`src/rtl/l2_port_txn_guard_if.sv`:
```
// -----------------------------------------------------------------------------
// l2_port_txn_guard_if
// AR/AW request handshakes and R/B response observation for one L2 slave port.
// Rev 1.0
// -----------------------------------------------------------------------------
`default_nettype none

interface l2_port_txn_guard_if;
    // Suffixes are from the guard's point of view
    logic ar_valid_i;
    logic ar_ready_o;
    logic ar_valid_o;
    logic ar_ready_i;
    logic aw_valid_i;
    logic aw_ready_o;
    logic aw_valid_o;
    logic aw_ready_i;
    logic r_valid_i;
    logic r_ready_i;
    logic r_last_i;
    logic b_valid_i;
    logic b_ready_i;

    modport slave (
        input  ar_valid_i, ar_ready_i, aw_valid_i, aw_ready_i,
        input  r_valid_i, r_ready_i, r_last_i, b_valid_i, b_ready_i,
        output ar_ready_o, ar_valid_o, aw_ready_o, aw_valid_o
    );

    modport master (
        output ar_valid_i, ar_ready_i, aw_valid_i, aw_ready_i,
        output r_valid_i, r_ready_i, r_last_i, b_valid_i, b_ready_i,
        input  ar_ready_o, ar_valid_o, aw_ready_o, aw_valid_o
    );
endinterface

`default_nettype wire

```
`src/rtl/l2_port_txn_guard.sv`:
```
// -----------------------------------------------------------------------------
// l2_port_txn_guard
// Outstanding-transaction cap, response watchdog and drain/isolate FSM.
// Rev 1.0
// -----------------------------------------------------------------------------
`default_nettype none

module l2_port_txn_guard #(
    parameter int  MAX_READ_TXNS  = 8,
    parameter int  MAX_WRITE_TXNS = 8,
    parameter int  TIMEOUT_CYCLES = 1024,
    localparam int CNT_WIDTH      = $clog2(((MAX_READ_TXNS > MAX_WRITE_TXNS) ?
                                            MAX_READ_TXNS : MAX_WRITE_TXNS) + 1)
) (
    input  wire logic                 clk_i,
    input  wire logic                 rst_i,
    l2_port_txn_guard_if.slave        bus,
    input  wire logic                 drain_req_i,
    input  wire logic                 clr_i,
    output logic                      drained_o,
    output logic [CNT_WIDTH-1:0]      rd_cnt_o,
    output logic [CNT_WIDTH-1:0]      wr_cnt_o,
    output logic                      timeout_o,
    output logic                      underflow_o
);

    typedef enum logic [1:0] {
        ST_RUN     = 2'd0,
        ST_DRAIN   = 2'd1,
        ST_DRAINED = 2'd2
    } state_t;

    localparam logic [CNT_WIDTH-1:0] c_rd_max  = CNT_WIDTH'(MAX_READ_TXNS);
    localparam logic [CNT_WIDTH-1:0] c_wr_max  = CNT_WIDTH'(MAX_WRITE_TXNS);
    localparam logic [CNT_WIDTH-1:0] c_one     = CNT_WIDTH'(1);
    localparam logic [15:0]          c_timeout = 16'(TIMEOUT_CYCLES);

    state_t               r_state, w_state_nxt;
    logic [CNT_WIDTH-1:0] r_rd_cnt, r_wr_cnt, w_rd_cnt_nxt, w_wr_cnt_nxt;
    logic [15:0]          r_rd_wd, r_wr_wd, w_rd_wd_nxt, w_wr_wd_nxt;
    logic [15:0]          w_rd_wd_inc, w_wr_wd_inc;
    logic                 r_timeout, r_underflow;
    logic                 w_rd_ok, w_wr_ok, w_ar_hs, w_aw_hs;
    logic                 w_r_beat, w_r_last, w_b_hs;
    logic                 w_rd_unf, w_wr_unf, w_rd_tmo, w_wr_tmo;

    // A drain request closes the gate in the same cycle it is raised
    assign w_rd_ok = (r_state == ST_RUN) && !drain_req_i && (r_rd_cnt < c_rd_max);
    assign w_wr_ok = (r_state == ST_RUN) && !drain_req_i && (r_wr_cnt < c_wr_max);

    assign bus.ar_valid_o = bus.ar_valid_i & w_rd_ok;
    assign bus.ar_ready_o = bus.ar_ready_i & w_rd_ok;
    assign bus.aw_valid_o = bus.aw_valid_i & w_wr_ok;
    assign bus.aw_ready_o = bus.aw_ready_i & w_wr_ok;

    assign w_ar_hs  = bus.ar_valid_o & bus.ar_ready_i;
    assign w_aw_hs  = bus.aw_valid_o & bus.aw_ready_i;
    assign w_r_beat = bus.r_valid_i & bus.r_ready_i;
    assign w_r_last = w_r_beat & bus.r_last_i;
    assign w_b_hs   = bus.b_valid_i & bus.b_ready_i;

    assign w_rd_wd_inc = (r_rd_wd == 16'hFFFF) ? r_rd_wd : r_rd_wd + 16'd1;
    assign w_wr_wd_inc = (r_wr_wd == 16'hFFFF) ? r_wr_wd : r_wr_wd + 16'd1;

    always_comb begin
        w_rd_cnt_nxt = r_rd_cnt;
        w_wr_cnt_nxt = r_wr_cnt;
        w_rd_unf     = 1'b0;
        w_wr_unf     = 1'b0;
        if (w_ar_hs && !w_r_last) begin
            w_rd_cnt_nxt = r_rd_cnt + c_one;
        end else if (w_r_last && !w_ar_hs) begin
            if (r_rd_cnt == '0) w_rd_unf = 1'b1;
            else                w_rd_cnt_nxt = r_rd_cnt - c_one;
        end
        if (w_aw_hs && !w_b_hs) begin
            w_wr_cnt_nxt = r_wr_cnt + c_one;
        end else if (w_b_hs && !w_aw_hs) begin
            if (r_wr_cnt == '0) w_wr_unf = 1'b1;
            else                w_wr_cnt_nxt = r_wr_cnt - c_one;
        end
    end

    // Watchdog restarts after firing so a persisting stall re-flags every period
    always_comb begin
        w_rd_wd_nxt = w_rd_wd_inc;
        w_wr_wd_nxt = w_wr_wd_inc;
        w_rd_tmo    = 1'b0;
        w_wr_tmo    = 1'b0;
        if (r_rd_cnt == '0 || w_r_beat) begin
            w_rd_wd_nxt = '0;
        end else if (TIMEOUT_CYCLES != 0 && w_rd_wd_inc == c_timeout) begin
            w_rd_wd_nxt = '0;
            w_rd_tmo    = 1'b1;
        end
        if (r_wr_cnt == '0 || w_b_hs) begin
            w_wr_wd_nxt = '0;
        end else if (TIMEOUT_CYCLES != 0 && w_wr_wd_inc == c_timeout) begin
            w_wr_wd_nxt = '0;
            w_wr_tmo    = 1'b1;
        end
    end

    // Completion uses next-cycle counts so isolation follows the last response directly
    always_comb begin
        w_state_nxt = r_state;
        case (r_state)
            ST_RUN: begin
                if (drain_req_i) w_state_nxt = ST_DRAIN;
            end
            ST_DRAIN: begin
                if (!drain_req_i)
                    w_state_nxt = ST_RUN;
                else if (w_rd_cnt_nxt == '0 && w_wr_cnt_nxt == '0)
                    w_state_nxt = ST_DRAINED;
            end
            ST_DRAINED: begin
                if (!drain_req_i) w_state_nxt = ST_RUN;
            end
            default: w_state_nxt = ST_RUN;
        endcase
    end

    always_ff @(posedge clk_i) begin
        if (rst_i) begin
            r_state     <= ST_RUN;
            r_rd_cnt    <= '0;
            r_wr_cnt    <= '0;
            r_rd_wd     <= '0;
            r_wr_wd     <= '0;
            r_timeout   <= 1'b0;
            r_underflow <= 1'b0;
        end else begin
            r_state     <= w_state_nxt;
            r_rd_cnt    <= w_rd_cnt_nxt;
            r_wr_cnt    <= w_wr_cnt_nxt;
            r_rd_wd     <= w_rd_wd_nxt;
            r_wr_wd     <= w_wr_wd_nxt;
            r_timeout   <= w_rd_tmo | w_wr_tmo | (r_timeout & ~clr_i);
            r_underflow <= w_rd_unf | w_wr_unf | (r_underflow & ~clr_i);
        end
    end

    assign drained_o   = (r_state == ST_DRAINED);
    assign rd_cnt_o    = r_rd_cnt;
    assign wr_cnt_o    = r_wr_cnt;
    assign timeout_o   = r_timeout;
    assign underflow_o = r_underflow;

endmodule

`default_nettype wire

```
`src/flat_wrapper.sv`:
```
// flat-port wrapper written by rule: the top's interface ports become plain ports
module l2_port_txn_guard_flat 
#(
    parameter int  MAX_READ_TXNS  = 8,
    parameter int  MAX_WRITE_TXNS = 8,
    parameter int  TIMEOUT_CYCLES = 1024,
    localparam int CNT_WIDTH      = $clog2(((MAX_READ_TXNS > MAX_WRITE_TXNS) ?
                                            MAX_READ_TXNS : MAX_WRITE_TXNS) + 1)
)
  (clk_i, rst_i, drain_req_i, clr_i, drained_o, rd_cnt_o, wr_cnt_o, timeout_o, underflow_o, bus_ar_valid_i, bus_ar_ready_i, bus_aw_valid_i, bus_aw_ready_i, bus_r_valid_i, bus_r_ready_i, bus_r_last_i, bus_b_valid_i, bus_b_ready_i, bus_ar_ready_o, bus_ar_valid_o, bus_aw_ready_o, bus_aw_valid_o);
  l2_port_txn_guard_if bus_i ();
  input  wire logic clk_i;
  input  wire logic rst_i;
  input  wire logic drain_req_i;
  input  wire logic clr_i;
  output logic drained_o;
  output logic [CNT_WIDTH-1:0] rd_cnt_o;
  output logic [CNT_WIDTH-1:0] wr_cnt_o;
  output logic timeout_o;
  output logic underflow_o;
  input wire logic [$bits(bus_i.ar_valid_i)-1:0] bus_ar_valid_i;
  input wire logic [$bits(bus_i.ar_ready_i)-1:0] bus_ar_ready_i;
  input wire logic [$bits(bus_i.aw_valid_i)-1:0] bus_aw_valid_i;
  input wire logic [$bits(bus_i.aw_ready_i)-1:0] bus_aw_ready_i;
  input wire logic [$bits(bus_i.r_valid_i)-1:0] bus_r_valid_i;
  input wire logic [$bits(bus_i.r_ready_i)-1:0] bus_r_ready_i;
  input wire logic [$bits(bus_i.r_last_i)-1:0] bus_r_last_i;
  input wire logic [$bits(bus_i.b_valid_i)-1:0] bus_b_valid_i;
  input wire logic [$bits(bus_i.b_ready_i)-1:0] bus_b_ready_i;
  output wire logic [$bits(bus_i.ar_ready_o)-1:0] bus_ar_ready_o;
  output wire logic [$bits(bus_i.ar_valid_o)-1:0] bus_ar_valid_o;
  output wire logic [$bits(bus_i.aw_ready_o)-1:0] bus_aw_ready_o;
  output wire logic [$bits(bus_i.aw_valid_o)-1:0] bus_aw_valid_o;
  assign bus_i.ar_valid_i = bus_ar_valid_i;
  assign bus_i.ar_ready_i = bus_ar_ready_i;
  assign bus_i.aw_valid_i = bus_aw_valid_i;
  assign bus_i.aw_ready_i = bus_aw_ready_i;
  assign bus_i.r_valid_i = bus_r_valid_i;
  assign bus_i.r_ready_i = bus_r_ready_i;
  assign bus_i.r_last_i = bus_r_last_i;
  assign bus_i.b_valid_i = bus_b_valid_i;
  assign bus_i.b_ready_i = bus_b_ready_i;
  assign bus_ar_ready_o = bus_i.ar_ready_o;
  assign bus_ar_valid_o = bus_i.ar_valid_o;
  assign bus_aw_ready_o = bus_i.aw_ready_o;
  assign bus_aw_valid_o = bus_i.aw_valid_o;
  l2_port_txn_guard #(.MAX_READ_TXNS(MAX_READ_TXNS), .MAX_WRITE_TXNS(MAX_WRITE_TXNS), .TIMEOUT_CYCLES(TIMEOUT_CYCLES)) u_core (.clk_i(clk_i), .rst_i(rst_i), .bus(bus_i), .drain_req_i(drain_req_i), .clr_i(clr_i), .drained_o(drained_o), .rd_cnt_o(rd_cnt_o), .wr_cnt_o(wr_cnt_o), .timeout_o(timeout_o), .underflow_o(underflow_o));
endmodule
```
`config.mk`:
```
export PLATFORM = sky130hd
export DESIGN_NAME = l2_port_txn_guard_flat
export DESIGN_NICKNAME = d
export VERILOG_FILES = /design/src/rtl/l2_port_txn_guard_if.sv /design/src/rtl/l2_port_txn_guard.sv /design/src/flat_wrapper.sv
export SDC_FILE = /design/constraint.sdc
export NUM_CORES = 1
export LEC_CHECK = 0
export ABC_AREA = 0
export ABC_CLOCK_PERIOD_IN_PS = 2900
export CAP_MARGIN = 10
export CELL_PAD_IN_SITES_DETAIL_PLACEMENT = 1
export CELL_PAD_IN_SITES_GLOBAL_PLACEMENT = 2
export CORE_ASPECT_RATIO = 1.4
export CORE_MARGIN = 2
export CORE_UTILIZATION = 34
export DETAILED_ROUTE_END_ITERATION = 10
export GPL_TIMING_DRIVEN = 1
export PLACE_DENSITY_LB_ADDON = 0.1
export SLEW_MARGIN = 20
export SYNTH_ARGS = -nofsm -noshare
export SYNTH_HDL_FRONTEND = slang
export SYNTH_SLANG_ARGS = --single-unit
```
`constraint.sdc`:
```
create_clock -name clk_i -period 2.9 [get_ports clk_i]
set_input_delay 0.435 -clock clk_i [delete_from_list [all_inputs] [get_ports clk_i]]
set_output_delay 0.435 -clock clk_i [all_outputs]
set_load 0.05 [all_outputs]
```
# Word-level counts from Yosys, hierarchy flattened
# Index checks and enable logic that the tools add are counted.
[word_totals]
reg_bits = 44
out_inout_bits = 15
[classes]
n_addsub = 6
magnitude_cmp = 2
eq_ne = 9
mux = 23
n_bitwise = 16
n_reduce_logical = 23
[op_table]
columns = ["cell", "count"]
rows = [
  ["$add A16 B1 Y16 const B", 2],
  ["$eq A16 B11 Y1 const B", 2],
  ["$eq A16 B16 Y1 const B", 2],
  ["$mux W16", 2],
  ["$mux W4", 6],
  ["$logic_not A4 Y1", 4],
  ["$and A1 B1 Y1", 11],
  ["$mux W1", 10],
  ["$add A4 B1 Y4 const B", 2],
  ["$logic_and A1 B1 Y1", 8],
  ["$lt A4 B4 Y1 const B", 2],
  ["$mux W2", 4],
  ["$sub A4 B1 Y4 const B", 2],
  ["$pmux W2 S3", 1],
  ["$reduce_or A3 Y1", 2],
  ["$logic_not A1 Y1", 5],
  ["$ne A2 B2 Y1 const B", 2],
  ["$or A1 B1 Y1", 4],
  ["$ne A3 B2 Y1 const B", 1],
  ["$reduce_and A3 Y1", 1],
  ["$eq A2 B1 Y1 const B", 1],
  ["$eq A2 B2 Y1 const B", 1],
  ["$logic_not A2 Y1", 1],
  ["$logic_or A1 B1 Y1", 2],
  ["$not A1 Y1", 1],
]

# Longest topological paths before layout
[depth]
depth_word = 14
depth_mapped = 9
ltp_nobuf = 9

# Worst setup path before layout
# OpenSTA, ideal clock, no wires.
[synth_path]
path_type = "reg-to-reg"
start = "register u_core.r_rd_cnt[0], in the netlist u_core.rd_cnt_o[0]"
end = "register u_core.r_state[1]"
t_arrival_ns = 2.498
path_slack_ns = 0.334
path_stages_with_launch = 9
period_less_slack_ns = 2.566
cell_sequence = "dfxtp_1 -> inv_1 -> ha_1 -> nor3b_1 -> nor3_1 -> mux2_2 -> a21oi_1 -> or4b_1 -> o21ai_1"
[synth_between]
elab_chain_len = 12
elab_cells_between_ends = 17
cone_classes = "add/sub: 2; order compare: 1; eq/ne: 1; mux: 3; bitwise: 2; reduce/logical: 8"
[synth_lines]
columns = ["element", "line", "rtl"]
rows = [
  ["start: declaration", "l2_port_txn_guard.sv:39", "logic [CNT_WIDTH-1:0] r_rd_cnt, r_wr_cnt, w_rd_cnt_nxt, w_wr_cnt_nxt;"],
  ["start signal: assignment", "l2_port_txn_guard.sv:135", "r_rd_cnt <= w_rd_cnt_nxt;"],
  ["$lt A4 B4 Y1", "l2_port_txn_guard.sv:48", "assign w_rd_ok = (r_state == ST_RUN) && !drain_req_i && (r_rd_cnt < c_rd_max);"],
  ["$logic_and A1 B1 Y1", "l2_port_txn_guard.sv:48", ""],
  ["$and A1 B1 Y1", "l2_port_txn_guard.sv:51", "assign bus.ar_valid_o = bus.ar_valid_i & w_rd_ok;"],
  ["$and A1 B1 Y1", "l2_port_txn_guard.sv:56", "assign w_ar_hs = bus.ar_valid_o & bus.ar_ready_i;"],
  ["$logic_not A1 Y1", "l2_port_txn_guard.sv:72", "end else if (w_r_last && !w_ar_hs) begin"],
  ["$logic_and A1 B1 Y1", "l2_port_txn_guard.sv:72", ""],
  ["$mux W4", "l2_port_txn_guard.sv:72", ""],
  ["$mux W4 (*)", "l2_port_txn_guard.sv:70", "if (w_ar_hs && !w_r_last) begin"],
  ["$logic_not A4 Y1 (*)", "l2_port_txn_guard.sv:114", "else if (w_rd_cnt_nxt == '0 && w_wr_cnt_nxt == '0)"],
  ["$logic_and A1 B1 Y1 (*)", "l2_port_txn_guard.sv:114", ""],
  ["$ne A3 B2 Y1 (no source line) (*)", "--", ""],
  ["$reduce_and A3 Y1 (no source line) (*)", "--", ""],
  ["end signal: assignment", "l2_port_txn_guard.sv:134", "r_state <= w_state_nxt;"],
  ["end: declaration", "l2_port_txn_guard.sv:38", "state_t r_state, w_state_nxt;"],
]
# Every way passes the cells marked *; elsewhere a longest branch is shown, timed or not.
# A chain may end at the register's enable or synchronous reset.

# Worst setup path in the final report
# Ends and elaborated chain as after synthesis.

==> run_results.csv <==
group,metric,value,unit
clocking,postCtsHoldBufs,0,
yosys,synthSimpleGateAreaFrac,33.44,%
clocking,cts_tree,"built",
setup_path,critPathLaunchType,"register",
finish,syn_to_final_growth,21.20,%
detailed_routing,routed-via-count,2575,
setup_path,arrival,2.78,ns
detailed_routing,vias_per_cell,5.526,
clocking,root_buffer,"clkbuf_8",
global_routing,antenna_found_initial,0,
power,power_density,521.9,nW/um^2
yosys,postSynthCellCount,334,
yosys,synth_top_family_by_area,"simple AND/OR/NAND/NOR gates",
sta,slew_violations,0,
placed_design,place_congestion,0.7959,
clocking,htreeDepth,2,
finish,antenna_cells,0,
placed_design,dp_slack,0.2648,ns
setup_path,critPathBufInv,2,
sta,slew_headroom,60.34,%
yosys,synth_xor_area_share,7.468,%
finish,layout.cells.non_filler,466,
yosys,synth_flop_cell,"dfxtp_1",
floorplanning,core_area,7750,um^2
setup_path,critical-path-max-stage-delay,0.53,ns
floorplanning,start_util,34.81,%
finish,final_area,3269,um^2
setup_path,cp_max_fo,7,
setup_path,crit_chain,"inv_1 > ha_1 > nor3b_1 > buf_4 > nor3_1 > mux2_2 > a21oi_1 > or4b_1 > o21ai_1",
finish,register_area,880.8,um^2
placed_design,dpl.hpwl,5.811,mm
outcome,status,"completed",
detailed_routing,ant_nets,0,
yosys,synth_fp_nets,353,
power,worst_ir_drop_vdd,0.2351,mV
flow_run,cap_violations,0,
power,switching_share,32.36,%
power,p_comb_share,29.7,%
clocking,cts_setup_buffers,0,
yosys,synth_fa_ha_area_share,2.783,%
yosys,synthMuxAreaShare,3.896,%
power,internal_power,1.154,mW
yosys,synth_compound_area_share,16.33,%
setup_path,cp-end-kind,"register",
finish,fillers,944,
detailed_routing,wl,7.507,mm
clocking,clock_tree.buffer_depth,2,
yosys,synth_edf_count,0,
power,power.switching,0.5521,mW
global_routing,grt.total_usage,18.35,%
global_routing,grt_max_degree,18,
detailed_routing,wire_per_inst,16.11,um
floorplanning,fp.dieH,109.4,um
sta,final-hold-violation-count,0,
setup_path,crit_family,"simple AND/OR/NAND/NOR gates",
placed_design,placed_cells,458,
setup_path,rrSetupSlack,0.35,ns
sta,tightest_slew,0.5949,ns
finish,layout-drive-gt1-share,10.38,%
detailed_routing,drc,0,
finish,nNetsFinal,384,
power,power_frac_clock,30.9,%
power,seqPwrFrac,39.4,%
placed_design,io_buffer_count,27,
sta,setup_viol,0,
global_routing,grt_pass1_vias,2597,
floorplanning,die_x,79.28,um
yosys,synth_seq_cells,44,
finish,multiInputGateArea,1724,um^2
yosys,ys_seq_area_share,32.65,%
clocking,insertion_delay,0.30,ns
setup_path,required,3.13,ns
sta,final.setup.worst_slack,0.3532,ns
clocking,path_clk_slew,0.09,ns
yosys,syn_area,2698,um^2
clocking,cts.repair.resized,0,
detailed_routing,drt_iter0_drc,48,
yosys,avgSynthCellArea,8.077,um^2
power,power.leakage,1.114,nW
floorplanning,die_area,8672,um^2
clocking,cts_buffers,5,
global_routing,grt_pass1_wl,12.63,mm
yosys,yosysWarnings,0,
sta,tns,0,ns
detailed_routing,first_pass_iters,4,
power,p_total,1.706,mW
setup_path,crit_slowest_cell,"or4b_1",
floorplanning,io_pins,28,
sta,fin_skew,0.009103,ns
sta,max_freq,392.7,MHz
yosys,synthArstFlopShare,0,%
sta,min_period,2.547,ns
floorplanning,num_rows,38,
setup_path,path_class,"reg2reg",
clocking,cts_sinks,44,
worst_hold_path,hold_path_class,"reg2reg",
global_routing,grt_overflow,0,
placed_design,dpl-instance-area,3143,um^2
sta,rsz0062_at_grt,"no",
yosys,yosysUniqueCellTypes,55,
sta,min_period_over_period,87.82,%
## power groups by stage
stage / clock (mW) / sequential, mW / combinational, mW
final: 0.527 / 0.672 / 0.507
after global routing: 0.570 / 0.678 / 0.554
after CTS: 0.545 / 0.673 / 0.514
after detailed placement: 0 / 0.688 / 0.512
after global placement: 0 / 0.686 / 0.509
after floorplan: 0 / 0.749 / 0.258
## layout by cell type, fill, tap and decap left out, types with 3 or more instances in the layout
master	Yosys	routed
a21oi_1	19	19
mux2i_1	6	6
nor2b_1	8	8
dfxtp_1	44	44
a311oi_1	5	5
or4_1	5	5
and3_1	7	7
buf_4	0	15
o31ai_1	4	4
or3_1	3	3
a31oi_1	8	8
o21ai_0	9	9
nand4_1	10	10
nor4_1	9	9
and2_1	9	9
mux2_2	4	4
xnor2_1	15	15
clkbuf_8	0	7
ha_1	6	6
nand2_1	22	22
or3b_2	3	3
nor2_1	35	35
o21bai_1	3	3
nor3_1	14	14
nand3b_1	3	3
and4_1	3	3
nor3b_1	3	3
nand3_1	17	17
clkdlybuf4s50_1	0	23
xor2_1	8	8
inv_1	8	8
## routing by layer
metal / global-route usage [%] / part of all wire, % / vias to the layer above / routed length [um]
met1: 20.59 / 42 / 1241 / 3179
met4: 4.680 / 1.2 / 0 / 92
li1: - / - / 1300 / -
met2: 35.71 / 55 / 26 / 4102
met3: 2.709 / 1.8 / 8 / 133
met5: 0 / 0 / - / 0
## synth_stat cells (all sizes together) (2+ instances only)
master	instances	area, um^2
a31oi	8	50.05
inv	8	30.03
nand3b	3	22.52
o211ai	2	20.02
nand2	22	82.58
or4	5	37.54
nor3b	3	22.52
mux2	4	45.04
o21ai	10	50.04
and2	9	56.30
xor2	8	70.07
nor4	10	68.81
nor3	15	80.08
a211o	2	17.52
ha	6	75.07
a21oi	19	95.09
clkbuf	14	52.55
nor2	35	131.4
nand3	17	85.08
dfxtp	44	880.8
nand4b	2	17.52
and3	7	43.79
and4	4	36.29
xnor2	15	131.4
a311oi	5	43.79
buf	2	10.01
or3b	3	26.28
a211oi	2	15.01
or3	3	18.77
nand4	11	83.83
nor2b	8	50.05
mux2i	6	60.06
o31ai	4	30.03
o21bai	3	22.52
## registers in the layout, indices dropped and copies added (netlist names)
| register | cells |
|---|---|
| u_core.underflow_o | 1 |
| u_core.r_rd_wd | 16 |
| u_core.r_wr_wd | 16 |
| u_core.wr_cnt_o | 4 |
| u_core.timeout_o | 1 |
| u_core.r_state | 2 |
| u_core.rd_cnt_o | 4 |
## path summary, 6_finish.rpt
| check | from | endpoint | cells after the start |
|---|---|---|---|
| hold reg to reg | u_core.r_state[0] | u_core.r_state[0] | 1 |
| setup reg to reg | u_core.rd_cnt_o[0] | u_core.r_state[1] | 9 |
| hold / removal | u_core.r_state[0] | u_core.r_state[0] | 1 |
| setup / recovery | u_core.rd_cnt_o[0] | u_core.r_state[1] | 9 |
## kinds of logic after synthesis
group	count (synthesis)
buf+inv	24
fa+ha+maj	6
compound gates	66
flops	44
xor+xnor	23
simple gates	161
mux	10
## cell type report
cell class / count / share of cell area, %
Multi-Input combinational cell: 266 / 52.74
Sequential cell: 44 / 26.94
Timing Repair Buffer: 40 / 11.71
Tap cell: 100 / 3.827
Clock buffer: 7 / 2.947
Clock inverter: 1 / 0.9185
Inverter: 8 / 0.9185
## worst reg2reg max path, stage by stage, from the launching register on
cell	delay, ns
dfxtp_1	0.48
inv_1	0.12
ha_1	0.26
nor3b_1	0.15
buf_4	0.16
nor3_1	0.37
mux2_2	0.23
a21oi_1	0.07
or4b_1	0.53
o21ai_1	0.12
## metrics by stage
step	hold WS, ns	util (%)
CTS	0.5304	42.19
global route	0.5787	42.19
floorplan	0.4643	-
detailed placement	0.5092	40.56
finish	0.5232	42.19
global placement	0.5040	40.56
(Power assumes the default switching activity.)
